## config.mk

```make
export PLATFORM = sky130hd
export DESIGN_NAME = seq_divider
export DESIGN_NICKNAME = d
export VERILOG_FILES = /design/src/rtl/seq_divider.sv
export SDC_FILE = /design/constraint.sdc
export NUM_CORES = 1
export LEC_CHECK = 0
export CORE_UTILIZATION = 52
export DETAILED_ROUTE_END_ITERATION = 10
export PLACE_DENSITY = 0.85
export SLEW_MARGIN = 40
export SYNTH_ARGS = -nofsm -noshare
export SYNTH_HDL_FRONTEND = slang
export SYNTH_SLANG_ARGS = --single-unit
```

## constraint.sdc

```tcl
create_clock -name clk -period 3.06 [get_ports clk]
set_input_delay 0.612 -clock clk [delete_from_list [all_inputs] [get_ports clk]]
set_output_delay 0.612 -clock clk [all_outputs]
set_load 0.02 [all_outputs]
```

## src/rtl/seq_divider.sv

```systemverilog
// Iterative radix-2 restoring divider for DIV/DIVU/REM/REMU, one quotient bit per cycle.
// Latency: WIDTH+2 cycles from acceptance to done; b==0 and signed overflow take 1 cycle.
// Backpressure: stall holds the result in DONE; start is ignored while busy or stalled.
module seq_divider #(
    parameter int WIDTH = 32
) (
    input  logic             clk,
    input  logic             rst_n,
    input  logic             stall,
    input  logic             start,
    input  logic             signed_op,
    input  logic [WIDTH-1:0] a,
    input  logic [WIDTH-1:0] b,
    output logic             busy,
    output logic             done,
    output logic [WIDTH-1:0] q,
    output logic [WIDTH-1:0] r
);

    localparam int CW = $clog2(WIDTH);

    typedef enum logic [1:0] {
        IDLE,
        CALC,
        FIX,
        DONE
    } state_t;

    state_t           state;
    state_t           state_nxt;
    logic [CW-1:0]    cnt;
    logic [WIDTH-1:0] dvd;
    logic [WIDTH-1:0] rem;
    logic [WIDTH-1:0] dsr;
    logic             neg_q;
    logic             neg_r;

    logic             accept;
    logic             div_zero;
    logic             ovf;
    logic             fast;
    logic [WIDTH-1:0] a_mag;
    logic [WIDTH-1:0] b_mag;
    logic [WIDTH:0]   shifted;
    logic             fits;
    logic [WIDTH-1:0] diff;
    logic             last;

    assign accept   = start && (state == IDLE || (state == DONE && !stall));
    assign div_zero = (b == '0);
    assign ovf      = signed_op && (a == {1'b1, {(WIDTH-1){1'b0}}}) && (b == '1);
    assign fast     = div_zero || ovf;
    assign a_mag    = (signed_op && a[WIDTH-1]) ? -a : a;
    assign b_mag    = (signed_op && b[WIDTH-1]) ? -b : b;

    // A non-negative WIDTH+1-bit trial difference is the same as shifted >= divisor.
    assign shifted  = {rem, dvd[WIDTH-1]};
    assign fits     = shifted >= {1'b0, dsr};
    assign diff     = shifted[WIDTH-1:0] - dsr;
    assign last     = (cnt == CW'(WIDTH-1));

    assign busy     = (state == CALC) || (state == FIX);
    assign done     = (state == DONE);

    always_ff @(posedge clk) begin
        if (!rst_n) begin
            state <= IDLE;
        end else begin
            state <= state_nxt;
        end
    end

    always_comb begin
        state_nxt = state;
        case (state)
            IDLE: begin
                if (accept) state_nxt = fast ? DONE : CALC;
            end
            CALC: begin
                if (last) state_nxt = FIX;
            end
            FIX: begin
                state_nxt = DONE;
            end
            DONE: begin
                if (!stall) state_nxt = accept ? (fast ? DONE : CALC) : IDLE;
            end
            default: begin
                state_nxt = IDLE;
            end
        endcase
    end

    always_ff @(posedge clk) begin
        if (!rst_n) begin
            cnt   <= '0;
            dvd   <= '0;
            rem   <= '0;
            dsr   <= '0;
            neg_q <= 1'b0;
            neg_r <= 1'b0;
            q     <= '0;
            r     <= '0;
        end else if (accept) begin
            cnt   <= '0;
            dvd   <= a_mag;
            rem   <= '0;
            dsr   <= b_mag;
            neg_q <= signed_op && (a[WIDTH-1] ^ b[WIDTH-1]);
            neg_r <= signed_op && a[WIDTH-1];
            if (div_zero) begin
                q <= '1;
                r <= a;
            end else if (ovf) begin
                q <= {1'b1, {(WIDTH-1){1'b0}}};
                r <= '0;
            end
        end else if (state == CALC) begin
            // dvd doubles as the quotient shift register as dividend bits leave it.
            cnt <= cnt + 1'b1;
            if (fits) begin
                rem <= diff;
                dvd <= {dvd[WIDTH-2:0], 1'b1};
            end else begin
                rem <= shifted[WIDTH-1:0];
                dvd <= {dvd[WIDTH-2:0], 1'b0};
            end
        end else if (state == FIX) begin
            q <= neg_q ? -dvd : dvd;
            r <= neg_r ? -rem : rem;
        end
    end

endmodule
```

# Word-level counts from Yosys, hierarchy flattened
# Cells that the tools add are included.
dict set report totals {
  regBits 169
  output_inout_bits 66
  word_cells 71
}
dict set report classes {
  addsub 6
  order_cmp 1
  n_eq_ne 11
  mux 24
  n_bitwise 2
  reduce_logical 18
}
# cell count
set ops {}
lappend ops {{$mux 32} 17}
lappend ops {{$neg 32->32} 4}
lappend ops {{$eq 32x32->1 const B} 2}
lappend ops {{$ge 33x32->1} 1}
lappend ops {{$logic_not 32->1} 1}
lappend ops {{$sub 32x32->32} 1}
lappend ops {{$mux 2} 5}
lappend ops {{$ne 2x2->1 const B} 4}
lappend ops {{$pmux 2 s4} 1}
lappend ops {{$logic_and 1x1->1} 7}
lappend ops {{$reduce_and 3->1} 2}
lappend ops {{$add 5x1->5 const B} 1}
lappend ops {{$eq 5x5->1 const B} 1}
lappend ops {{$eq 2x2->1 const B} 2}
lappend ops {{$reduce_bool 2->1} 2}
lappend ops {{$logic_or 1x1->1} 3}
lappend ops {{$ne 3x1->1 const B} 1}
lappend ops {{$eq 2x1->1 const B} 1}
lappend ops {{$logic_not 2->1} 1}
lappend ops {{$reduce_or 2->1} 1}
lappend ops {{$logic_not 1->1} 1}
lappend ops {{$mux 1} 1}
lappend ops {{$not 1->1} 1}
lappend ops {{$xor 1x1->1} 1}

# Logic depth before layout (Yosys ltp)
dict set report logic_depth {
  depth_word 8
  mapped_depth 13
  mapped_depth_nobuf 11
}

# Least setup slack after synthesis
# OpenSTA, ideal clock, no wires.
dict set report synth_timing {
  path_type {input port to flip-flop}
  startpoint {in a[17]}
  endpoint {reg q[11]}
  setup_ns 0.119
  arrival_time_ns 2.851
  required_time_ns 2.941
  setup_slack_ns 0.091
  stages 8
  cell_sequence {or4_4 nor4b_4 nand3b_2 nor4_4 or4b_1 and2_4 buf_6 o221a_1}
}
dict set report synth_via {
  elab_chain_cells 5
}
# element line
set synth_lines {}
lappend synth_lines {{from (decl)} 12} ;# input logic [WIDTH-1:0] a,
lappend synth_lines {{$eq 32x32->1} 51} ;# assign ovf = signed_op && (a == {1'b1, {(WIDTH-1){1'b0}}}) && (b == '1);
lappend synth_lines {{$logic_and 1x1->1 (2 in a row)} 51}
lappend synth_lines {{$ne 3x1->1 (no source line)} -}
lappend synth_lines {{$reduce_and 3->1 (no source line)} -}
lappend synth_lines {{to (signal assigned)} 115} ;# q <= {1'b1, {(WIDTH-1){1'b0}}};
lappend synth_lines {{to (signal assigned)} 129} ;# q <= neg_q ? -dvd : dvd;
lappend synth_lines {{to (decl)} 16} ;# output logic [WIDTH-1:0] q,
# No other way between the ends.
# A chain may end at the register's enable or synchronous reset.

# Worst setup path in the final report
dict set report layout_timing {
  startpoint {in b[24]}
  endpoint {reg q[15]}
}
dict set report layout_via {
  elab_chain_cells 4
}
# element line
set layout_lines {}
lappend layout_lines {{from (decl)} 13} ;# input logic [WIDTH-1:0] b,
lappend layout_lines {{$eq 32x32->1} 51}
lappend layout_lines {{$logic_and 1x1->1} 51}
lappend layout_lines {{$ne 3x1->1 (no source line)} -}
lappend layout_lines {{$reduce_and 3->1 (no source line)} -}
# Parallel ways exist; a longest one is shown, timed or not.

==> impl_metrics.toml <==
[critical_path]
critPathBufInv = 4
cp-start-kind = "input port"
critical_path.max_stage_delay_ns = 0.58
worst_ep_required_time_ns = 3.43
crit_start = "b[24]"
timing.rr.start = "dvd[10]$_SDFFE_PN0P_"
worstSetupPathType = "input port to flop"
worstPathCellList = "clkdlybuf4s50_1 > or4_4 > nor4_4 > nand2_2 > buf_4 > buf_4 > nor4_2 > buf_4 > or4b_1 > and2_4 > a21oi_1 > nor3_2"
cpMostUsedCell = "buf_4"
end_kind = "flop"
slowest_stage = "or4_4"
arrival_ns = 3.34
crit_family = "simple AND/OR/NAND/NOR gates"
critPathMaxFanout = 11

[drt]
drt_iter0_markers = 1212
ant_nets = 0
dr_wl_met2_mm = 18.7
wl_met1_mm = 15.4
vias = 12800
wl_met3_mm = 3.58
top_layer_used = "met4"
drtPass1Iterations = 9
wl_per_cell_um = 19.6
via_per_inst = 6.34
finalWirelength_mm = 39.8
drcViolationCount = 8

[placement]
dp.cells = 1975
pre_cts_slack_ns = -0.598
port-buffer-count = 134
placed_area_mm2 = 0.0145
hpwl_mm = 28.5
gp_congestion = 0.931

[timing]
fin_crit_sh_pct = 97.3
slew_viol_final = 0
hold_violations = 0
fin_crit_ns = 2.98
layout_setup_ws_ns = 0.0827
clock.fmax_mhz = 336
relSlewSlack_pct = 54.8
finalSetupViolCount = 0
worstMarginPinSlew_ns = 0.676
skew_ns = 0.0101
whs_ns = 0.452

[worst_hold_path]
hold_class = "flop to flop"
hp-start = "q[17]$_SDFFE_PN0P_"

[clocking]
cts_buffers = 17
clock-sinks = 169
cts_tree = "done"
clkSlewWorstSetupHoldPaths_ns = 0.08
clk_latency_ns = 0.45
cts_max_level = 4
clockBufferDepth = 2
cts-root-buf = "clkbuf_16"

[synth]
yosysSeqAreaShare_pct = 28.8
synthFlopType = "dfxtp_1"
async_flop_share_pct = 0
synth_edf_count = 0
syn_area_per_cell_um2 = 7.95
syn_area_mm2 = 0.0117
synthCells = 1477
ys_warn_count = 0
syn_nets = 1591
ys_ff_latch = 169
synth.distinct_cells = 78

[floorplan]
num_io_pins = 135
dieArea_mm2 = 0.0232
core_area_mm2 = 0.0220
initial_core_util_pct = 53.5
die_w_um = 152
rows = 54
die_h_um = 152

[power_and_ir_drop]
p_leak_nw = 6.07
power_density_mw_per_mm2 = 996
ir_worst_vdd_uv = 537

[global_route]
antenna_found_initial = 0
grt_overflow = 0
grt_pass1_wl_mm = 64.2
grt_max_degree = 83
grt_pass1_vias = 12400
gr-usage-all-layers_pct = 34.1

[layout]
layout-drive-gt1-share_pct = 18.6
nNetsFinal = 1847
diodes = 0
fin_cells = 2026
fin_area_mm2 = 0.0154
area_growth_syn_to_layout_pct = 31.6
n_fill_cell = 1542
fin_util_pct = 70.3

[job]
drv_cap = 0

[status]
status = "finished, violations left"
violations = "DRC"
==> cell type report <==
class | instances | area, um^2 | area share [%]
clock buffers | 17 | 425 | 2.75
clock inverters | 15 | 151 | 0.980
inverters | 56 | 210 | 1.36
multi-input cells | 1154 | 7890 | 51.1
flip-flops and latches | 169 | 3390 | 21.9
well taps | 280 | 350 | 2.27
repair buffers | 335 | 3040 | 19.7
==> what timing repair did <==
action / in CTS / in global routing
resized for setup: 28 / 31
pin swaps: 12 / 17
setup endpoints to repair: 56 / 95
hold buffers: 0 / 0
gates cloned: 3 / 1
setup buffers: 13 / 3
==> kinds of logic (layout without fill, tap and decap cells) <==
kind of cell | after synthesis | after routing | share of synthesized area [%]
and+or+nand+nor | 473 | 473 | 20.2
buffers and inverters | 154 | 423 | 5.50
xor gates and xnor gates | 131 | 131 | 9.77
muxes | 35 | 35 | 3.03
adders and majority gates | 45 | 45 | 4.86
AOI/OAI and AO/OA | 470 | 470 | 27.8
DFF | 169 | 169 | 28.8
==> cell usage in the layout, fill, tap and decap left out, types with 31 or more instances in the layout <==
master / count
a211oi_1: 53
a21oi_1: 78
a31oi_1: 32
buf_4: 181
clkdlybuf4s50_1: 125
dfxtp_1: 167
ha_1: 41
inv_1: 55
mux2i_1: 31
nand2_1: 118
nand3_1: 35
nor2_1: 156
o21ai_0: 94
xnor2_1: 73
xor2_1: 58
==> cell usage after synthesis (31+ instances only) <==
cell	n	share of area (%)
nor2_1	158	5.1
nand3_1	36	1.5
xor2_1	58	4.3
clkbuf_1	67	2.1
a211oi_1	54	3.5
dfxtp_1	169	29
mux2i_1	31	2.6
xnor2_1	73	5.4
nand2_1	119	3.8
o21ai_0	100	4.3
a21oi_1	78	3.3
ha_1	44	4.7
inv_1	56	1.8
a31oi_1	32	1.7
==> worst reg2reg max path: stages, from the launching register on <==
cell and delay [ns]:
dfxtp_1 0.39, or4_4 0.58, or4_1 0.49, or3_1 0.48, o31ai_1 0.41, xnor2_1 0.15
o211ai_1 0.23, o21ai_1 0.11
==> registers in the layout (all words and copies together) (netlist names) <==
| signal | cells |
|---|---|
| neg_r | 1 |
| cnt | 5 |
| q | 32 |
| neg_q | 1 |
| state | 2 |
| dvd | 32 |
| r | 32 |
| dsr | 32 |
| rem | 32 |
==> worst paths after layout <==
kind	cells after the start	slack, ns	to
max	12	0.08	q[15]$_SDFFE_PN0P_
min	2	0.45	q[17]$_SDFFE_PN0P_
max reg2reg	7	0.10	q[23]$_SDFFE_PN0P_
min reg2reg	2	0.45	q[17]$_SDFFE_PN0P_
==> stage by stage <==
step	power, mW	TNS (ns)
after CTS	15.0	0
after global routing	16.3	-0.138
after floorplan	9.51	0
final	15.4	0
after global placement	12.3	-24.91
after detailed placement	12.6	-31.78
==> per-layer routing <==
| layer | vias to the layer above | global-route usage [%] |
|---|---|---|
| li1 | 5926 | - |
| met1 | 6007 | 40.6 |
| met2 | 739 | 57.8 |
| met3 | 171 | 7.31 |
| met4 | 0 | 17.2 |
| met5 | - | 0 |
==> power breakdown <==
group          internal, mW  leakage (nW)  switching, mW
combinational          4.21          4.41           5.59
clock                  1.09         0.282           1.08
sequential             2.79          1.38          0.626
Power figures use the tool's default switching activity.
